$ cat config.mk
export PLATFORM = sky130hd
export DESIGN_NAME = fetch_unit_flat
export DESIGN_NICKNAME = d
export VERILOG_FILES = /design/src/rtl/fetch_unit_pkg.sv /design/src/rtl/fetch_unit_if.sv /design/src/rtl/fetch_fifo.sv /design/src/rtl/fetch_unit.sv /design/src/flat_wrapper.sv
export SDC_FILE = /design/constraint.sdc
export NUM_CORES = 1
export LEC_CHECK = 0
export CAP_MARGIN = 20
export CORE_UTILIZATION = 60
export DETAILED_ROUTE_END_ITERATION = 10
export PLACE_DENSITY = 0.86
export REMOVE_ABC_BUFFERS = 1
export SLEW_MARGIN = 10
export SYNTH_ARGS = -nofsm -noshare
export SYNTH_HDL_FRONTEND = slang
export SYNTH_HIERARCHICAL = 1
export SYNTH_SLANG_ARGS = --single-unit
$ cat constraint.sdc
create_clock -name clk -period 18 [get_ports clk]
set_input_delay 4.5 -clock clk [delete_from_list [all_inputs] [get_ports clk]]
set_output_delay 4.5 -clock clk [all_outputs]
set_load 0.03 [all_outputs]
$ cat src/rtl/fetch_unit_pkg.sv
// Shared types and constants for the instruction fetch unit.
package fetch_unit_pkg;

    typedef enum logic [1:0] {
        ST_IDLE  = 2'd0,
        ST_RUN   = 2'd1,
        ST_DRAIN = 2'd2
    } fetch_state_e;

    localparam int   PC_INC            = 4;
    localparam logic RST_RADDR_VALID   = 1'b0;
    localparam logic RST_RDATA_READY   = 1'b0;
    localparam logic RST_MISALIGNED    = 1'b0;

    function automatic logic is_misaligned(input logic [1:0] lo);
        return |lo;
    endfunction

endpackage

$ cat src/rtl/fetch_unit_if.sv
// Instruction memory read bus: address channel out, data channel back.
interface fetch_unit_if #(
    parameter int pc_width   = 32,
    parameter int inst_width = 32
);
    logic                  i_raddr_valid;
    logic                  i_raddr_ready;
    logic [pc_width-1:0]   i_raddr;
    logic                  i_rdata_valid;
    logic                  i_rdata_ready;
    logic [inst_width-1:0] i_rdata;

    modport master (
        output i_raddr_valid, i_raddr, i_rdata_ready,
        input  i_raddr_ready, i_rdata_valid, i_rdata
    );

    modport slave (
        input  i_raddr_valid, i_raddr, i_rdata_ready,
        output i_raddr_ready, i_rdata_valid, i_rdata
    );
endinterface

$ cat src/rtl/fetch_fifo.sv
// Synchronous FIFO with clear; head is read straight from storage registers.
module fetch_fifo #(
    parameter int width = 8,
    parameter int depth = 2
) (
    input  logic                         clk,
    input  logic                         rst,
    input  logic                         clr,
    input  logic                         push,
    input  logic                         pop,
    input  logic [width-1:0]             din,
    output logic [width-1:0]             dout,
    output logic                         full,
    output logic                         empty,
    output logic [$clog2(depth+1)-1:0]   count
);
    localparam int AW = $clog2(depth);
    localparam int CW = $clog2(depth+1);

    logic [width-1:0] mem [depth];
    logic [AW-1:0]    wr_ptr, rd_ptr;
    logic             push_ok, pop_ok;

    assign full    = (count == CW'(depth));
    assign empty   = (count == '0);
    assign pop_ok  = pop & ~empty;
    // a full FIFO still accepts a push when the head leaves in the same cycle
    assign push_ok = push & (~full | pop);
    assign dout    = mem[rd_ptr];

    always_ff @(posedge clk or negedge rst) begin
        if (!rst) begin
            wr_ptr <= '0;
            rd_ptr <= '0;
            count  <= '0;
            for (int i = 0; i < depth; i++) mem[i] <= '0;
        end else if (clr) begin
            wr_ptr <= '0;
            rd_ptr <= '0;
            count  <= '0;
        end else begin
            if (push_ok) begin
                mem[wr_ptr] <= din;
                wr_ptr      <= wr_ptr + 1'b1;
            end
            if (pop_ok) rd_ptr <= rd_ptr + 1'b1;
            count <= count + CW'(push_ok) - CW'(pop_ok);
        end
    end
endmodule

$ cat src/rtl/fetch_unit.sv
// Instruction fetch unit: credit-limited in-order fetch with redirect/drain.
// Optional FETCH_MISALIGN_CHECK_EN: flag and align misaligned redirect targets.
module fetch_unit
    import fetch_unit_pkg::*;
#(
    parameter int                  pc_width   = 32,
    parameter logic [pc_width-1:0] pc_init    = '0,
    parameter int                  inst_width = 32,
    parameter int                  buf_depth  = 2
) (
    input  logic                  clk,
    input  logic                  rst,
    fetch_unit_if.master          bus,
    input  logic                  redirect,
    input  logic [pc_width-1:0]   redirect_pc,
    output logic [inst_width-1:0] inst,
    output logic [pc_width-1:0]   inst_pc,
    output logic                  inst_valid,
    input  logic                  inst_ready,
    output logic                  fetch_misaligned
);
    localparam int CW = $clog2(buf_depth+1);

    logic rst_meta, rst_sync;
    always_ff @(posedge clk or negedge rst) begin
        if (!rst) {rst_meta, rst_sync} <= 2'b00;
        else      {rst_meta, rst_sync} <= {1'b1, rst_meta};
    end

    fetch_state_e        state, state_nxt;
    logic [pc_width-1:0] pc, raddr, pc_base, target;
    logic                raddr_valid, rdata_ready, stale, stale_next;
    logic [CW-1:0]       outstanding, discard, out_next, disc_next, bcount, bc_next;
    logic [CW:0]         occ_next;
    logic                addr_xfer, data_xfer, keep, pop_buf, hold, issue, mis_set;

    logic [pc_width-1:0] af_head;
    logic                af_full, af_empty, buf_full, buf_empty;
    logic [CW-1:0]       af_count;
    logic [pc_width+inst_width-1:0] buf_head;

`ifdef FETCH_MISALIGN_CHECK_EN
    assign target  = {redirect_pc[pc_width-1:2], 2'b00};
    assign mis_set = redirect & is_misaligned(redirect_pc[1:0]);
`else
    assign target  = redirect_pc;
    assign mis_set = 1'b0;
`endif

    always_comb begin
        addr_xfer = raddr_valid & bus.i_raddr_ready;
        data_xfer = bus.i_rdata_valid & rdata_ready & (outstanding != '0);
        hold      = raddr_valid & ~addr_xfer;
        // responses for discarded requests are the oldest in flight, so they drop first
        keep      = data_xfer & (discard == '0) & ~redirect;
        pop_buf   = inst_valid & inst_ready & ~redirect;
        out_next  = outstanding + CW'(addr_xfer) - CW'(data_xfer);
        bc_next   = redirect ? '0 : bcount + CW'(keep) - CW'(pop_buf);
        if (redirect) begin
            disc_next  = out_next;
            stale_next = hold;
        end else begin
            disc_next  = discard + CW'(addr_xfer & stale) - CW'(data_xfer & (discard != '0));
            stale_next = stale & ~addr_xfer;
        end
        pc_base  = redirect ? target : pc;
        occ_next = {1'b0, out_next} + {1'b0, bc_next};

        state_nxt = state;
        case (state)
            ST_IDLE:  state_nxt = ST_RUN;
            ST_RUN:   if (redirect && (out_next != '0 || hold)) state_nxt = ST_DRAIN;
            ST_DRAIN: if (disc_next == '0 && !stale_next) state_nxt = ST_RUN;
            default:  state_nxt = ST_IDLE;
        endcase

        issue = ~hold & (state_nxt == ST_RUN) & (occ_next < (CW+1)'(buf_depth));
    end

    always_ff @(posedge clk or negedge rst_sync) begin
        if (!rst_sync) begin
            state       <= ST_IDLE;
            pc          <= pc_init;
            raddr       <= pc_init;
            raddr_valid <= RST_RADDR_VALID;
            rdata_ready <= RST_RDATA_READY;
            outstanding <= '0;
            discard     <= '0;
            stale       <= 1'b0;
        end else begin
            state       <= state_nxt;
            rdata_ready <= 1'b1;
            outstanding <= out_next;
            discard     <= disc_next;
            stale       <= stale_next;
            if (issue) begin
                raddr_valid <= 1'b1;
                raddr       <= pc_base;
                pc          <= pc_base + pc_width'(PC_INC);
            end else begin
                raddr_valid <= hold;
                pc          <= pc_base;
            end
        end
    end

`ifdef FETCH_MISALIGN_CHECK_EN
    logic misaligned;
    always_ff @(posedge clk or negedge rst_sync) begin
        if (!rst_sync) misaligned <= RST_MISALIGNED;
        else           misaligned <= misaligned | mis_set;
    end
    assign fetch_misaligned = misaligned;
`else
    assign fetch_misaligned = RST_MISALIGNED | mis_set;
`endif

    assign bus.i_raddr_valid = raddr_valid;
    assign bus.i_raddr       = raddr;
    assign bus.i_rdata_ready = rdata_ready;

    fetch_fifo #(.width(pc_width), .depth(buf_depth)) u_addr_fifo (
        .clk   (clk),
        .rst   (rst_sync),
        .clr   (1'b0),
        .push  (addr_xfer),
        .pop   (data_xfer),
        .din   (raddr),
        .dout  (af_head),
        .full  (af_full),
        .empty (af_empty),
        .count (af_count)
    );

    fetch_fifo #(.width(pc_width+inst_width), .depth(buf_depth)) u_inst_buf (
        .clk   (clk),
        .rst   (rst_sync),
        .clr   (redirect),
        .push  (keep),
        .pop   (pop_buf),
        .din   ({af_head, bus.i_rdata}),
        .dout  (buf_head),
        .full  (buf_full),
        .empty (buf_empty),
        .count (bcount)
    );

    assign inst_valid = ~buf_empty;
    assign inst       = buf_head[inst_width-1:0];
    assign inst_pc    = buf_head[pc_width+inst_width-1:inst_width];

    logic unused_fifo_status;
    assign unused_fifo_status = ^{af_full, af_empty, af_count, buf_full};
endmodule

$ cat src/flat_wrapper.sv
// flat-port wrapper written by rule: the top's interface ports become plain ports
module fetch_unit_flat import fetch_unit_pkg::*;
#(
    parameter int                  pc_width   = 32,
    parameter logic [pc_width-1:0] pc_init    = '0,
    parameter int                  inst_width = 32,
    parameter int                  buf_depth  = 2
)
  (clk, rst, redirect, redirect_pc, inst, inst_pc, inst_valid, inst_ready, fetch_misaligned, bus_i_raddr_valid, bus_i_raddr, bus_i_rdata_ready, bus_i_raddr_ready, bus_i_rdata_valid, bus_i_rdata);
  fetch_unit_if #(.pc_width(pc_width), .inst_width(inst_width)) bus_i ();
  input  logic clk;
  input  logic rst;
  input  logic redirect;
  input  logic [pc_width-1:0] redirect_pc;
  output logic [inst_width-1:0] inst;
  output logic [pc_width-1:0] inst_pc;
  output logic inst_valid;
  input  logic inst_ready;
  output logic fetch_misaligned;
  output wire logic [$bits(bus_i.i_raddr_valid)-1:0] bus_i_raddr_valid;
  output wire logic [$bits(bus_i.i_raddr)-1:0] bus_i_raddr;
  output wire logic [$bits(bus_i.i_rdata_ready)-1:0] bus_i_rdata_ready;
  input wire logic [$bits(bus_i.i_raddr_ready)-1:0] bus_i_raddr_ready;
  input wire logic [$bits(bus_i.i_rdata_valid)-1:0] bus_i_rdata_valid;
  input wire logic [$bits(bus_i.i_rdata)-1:0] bus_i_rdata;
  assign bus_i_raddr_valid = bus_i.i_raddr_valid;
  assign bus_i_raddr = bus_i.i_raddr;
  assign bus_i_rdata_ready = bus_i.i_rdata_ready;
  assign bus_i.i_raddr_ready = bus_i_raddr_ready;
  assign bus_i.i_rdata_valid = bus_i_rdata_valid;
  assign bus_i.i_rdata = bus_i_rdata;
  fetch_unit #(.pc_width(pc_width), .pc_init(pc_init), .inst_width(inst_width), .buf_depth(buf_depth)) u_core (.clk(clk), .rst(rst), .bus(bus_i), .redirect(redirect), .redirect_pc(redirect_pc), .inst(inst), .inst_pc(inst_pc), .inst_valid(inst_valid), .inst_ready(inst_ready), .fetch_misaligned(fetch_misaligned));
endmodule
==> impl_metrics.tcl <==
set metrics [dict create \
    met3_length_um 1220 \
    rows 53 \
    cp_cell_sequence "buf_2 -> buf_4 -> inv_1 -> and3_1 -> ha_1 -> inv_1 -> ha_1 -> xnor2_1 -> nor2_1 -> fa_1 -> or3_1 -> nor3_4 -> buf_4 -> mux2_1" \
    postSynthAreaPerCell_um2 14.2 \
    end_kind "flop" \
    ant_nets 0 \
    crit_path_max_fanout 71 \
    htree_levels 1 \
    cts_tree "built" \
    portBuffers 168 \
    num-nets-final 1164 \
    grt_pass1_wl_um 43200 \
    setup_ws_ns 9.55 \
    cts_resized 0 \
    cts-root-buf "clkbuf_16" \
    ir_drop_uv 121 \
    max_freq_mhz 118 \
    start_kind "input port" \
    clockBufferDepth 3 \
    synthCells 916 \
    drtPass1Iterations 4 \
    arrival_ns 8.86 \
    tns_ns 0 \
    total_leakage_power_nw 7.11 \
    switching_share 0.343 \
    min_period_over_period 0.469 \
    die_x_um 149 \
    final_hold_viol_count 0 \
    drc 0 \
    track_usage 0.246 \
    wl_per_cell_um 19.5 \
    wl_met2_um 13000 \
    power.switching_uw 871 \
    pre_cts_slack_ns 8.46 \
    synth_area_um2 13000 \
    pwr-share-clk 0.234 \
    drt_iter0_markers 334 \
    grt_pass1_vias 8261 \
    period_minus_slack_ns 8.45 \
    gp_congestion 0.779 \
    die_h_um 149 \
    holdBufCountCts 0 \
    cp.required_ns 18.41 \
    finalWirelength_um 26900 \
    dp_hpwl_um 16900 \
    worstHoldPathType "reg2reg" \
    initial_core_util 0.615 \
    areaGrowthSynthToFinish_pct 21.5 \
    setup_viol 0 \
    die_area_um2 22300 \
    p_seq_frac 0.377 \
    rsz0062_at_grt "no" \
    fin_skew_ns 0.0172 \
    design.core.area_um2 21200 \
    clk_latency_ns 0.55 \
    p_comb_frac 0.388 \
    antenna_found_initial 1 \
    intPower_mw 1.67 \
    num_io_pins 170 \
    critPathSlowestCell "buf_4" \
    slowest_delay_ns 0.67 \
    p_per_area_nw_per_um2 161 \
    max_cap_viol_count 0 \
    routed-via-count 7770 \
    drive_above_1_share 0.338 \
    top_layer_used "met4" \
    via_per_inst 5.63 \
    yosys_warnings 6 \
    status "completed" \
    cts.sinks 275 \
    slew_violations 0 \
    cts_setup_buffers 0 \
    slew_headroom 0.310 \
    wl_met1_um 12200 \
    crit_type "in2reg" \
    clk_pin_slew_ns 0.06 \
    grt_max_degree 142 \
    cts_buffers 29 \
    tightest_slew_ns 1.04 \
    grt_overflow 0 \
]
-- worst paths after layout --
| path | cells after the start | startpoint | to | slack (ns) |
|---|---|---|---|---|
| worst max-delay path | 14 | redirect | u_core/bus.i_raddr[21] | 9.55 |
| worst min-delay path | 0 | u_core/rst_meta | u_core/rst_sync | 0.35 |
| worst max register to register | 10 | u_core/outstanding[1] | u_core/bus.i_raddr[21] | 13.89 |
| worst min register to register | 0 | u_core/rst_meta | u_core/rst_sync | 0.35 |
| max in group asynchronous | 1 | rst | u_core/rst_sync | 13.76 |
| min in group asynchronous | 0 | u_core/rst_sync | u_core/u_inst_buf/mem[109] | 0.41 |
-- placed cells by master, fill, tap and decap left out, drive strengths merged, types with 9 or more instances in the layout --
| cell | instances |
|---|---|
| mux2 | 307 |
| dfrtp | 275 |
| clkdlybuf4s50 | 167 |
| clkbuf | 43 |
| nor2 | 41 |
| a21oi | 29 |
| nand2 | 28 |
| mux2i | 25 |
| xor2 | 22 |
| nand3 | 18 |
| xnor2 | 15 |
| inv | 14 |
| ha | 11 |
| nand4 | 10 |
| buf | 10 |
| conb | 9 |
-- sequential cells by signal (all words and copies together), names as in the netlist, 32 cells and up --
register / cells
u_core/u_inst_buf/mem: 128
u_core/u_addr_fifo/mem: 64
u_core/bus.i_raddr: 32
u_core/pc: 32
-- power groups by stage --
stage | clock network (mW) | registers (mW) | logic [mW]
6_report | 0.595 | 0.958 | 0.986
5_1_grt | 0.635 | 0.985 | 1.05
4_1_cts | 0.607 | 0.959 | 0.976
3_5_place_dp | 0 | 0.965 | 0.968
3_3_place_gp | 0 | 0.953 | 0.937
2_1_floorplan | 0 | 1.00 | 0.586
-- layout make-up --
class,instances,area (µm²)
clock inverters,10,131
multi-input cells,586,5780
repair buffers,177,1780
inverters,13,48.8
clock buffers,43,818
well taps,275,344
fillers,1401,5360
diodes,1,2.50
flip-flops and latches,275,6890
-- metal layers --
layer | GRT usage | up-vias
li1 | - | 3580
met1 | 0.335 | 3965
met2 | 0.412 | 187
met3 | 0.0367 | 38
met4 | 0.0643 | 0
met5 | 0 | -
-- metrics by stage --
stage	hold WS, ns	std cells	cell area (µm²)	total power [mW]	utilization
finish	0.352	1380	15800	2.54	0.747
detailed placement	0.341	1324	14800	1.93	0.700
floorplan	0.331	874	12700	1.59	-
global route	0.357	1380	15800	2.67	0.747
CTS	0.355	1377	15800	2.54	0.745
global placement	0.336	1324	14800	1.89	0.700
-- worst max-delay path, delay by kind of cell --
kind	cells	cell delay [ns]
xor gates and xnor gates	1	0.16
adders and majority gates	3	0.95
muxes	1	0.38
and+or+nand+nor	4	1.20
buffers and inverters	5	1.60
No activity file was read; power rests on OpenSTA's default activity.
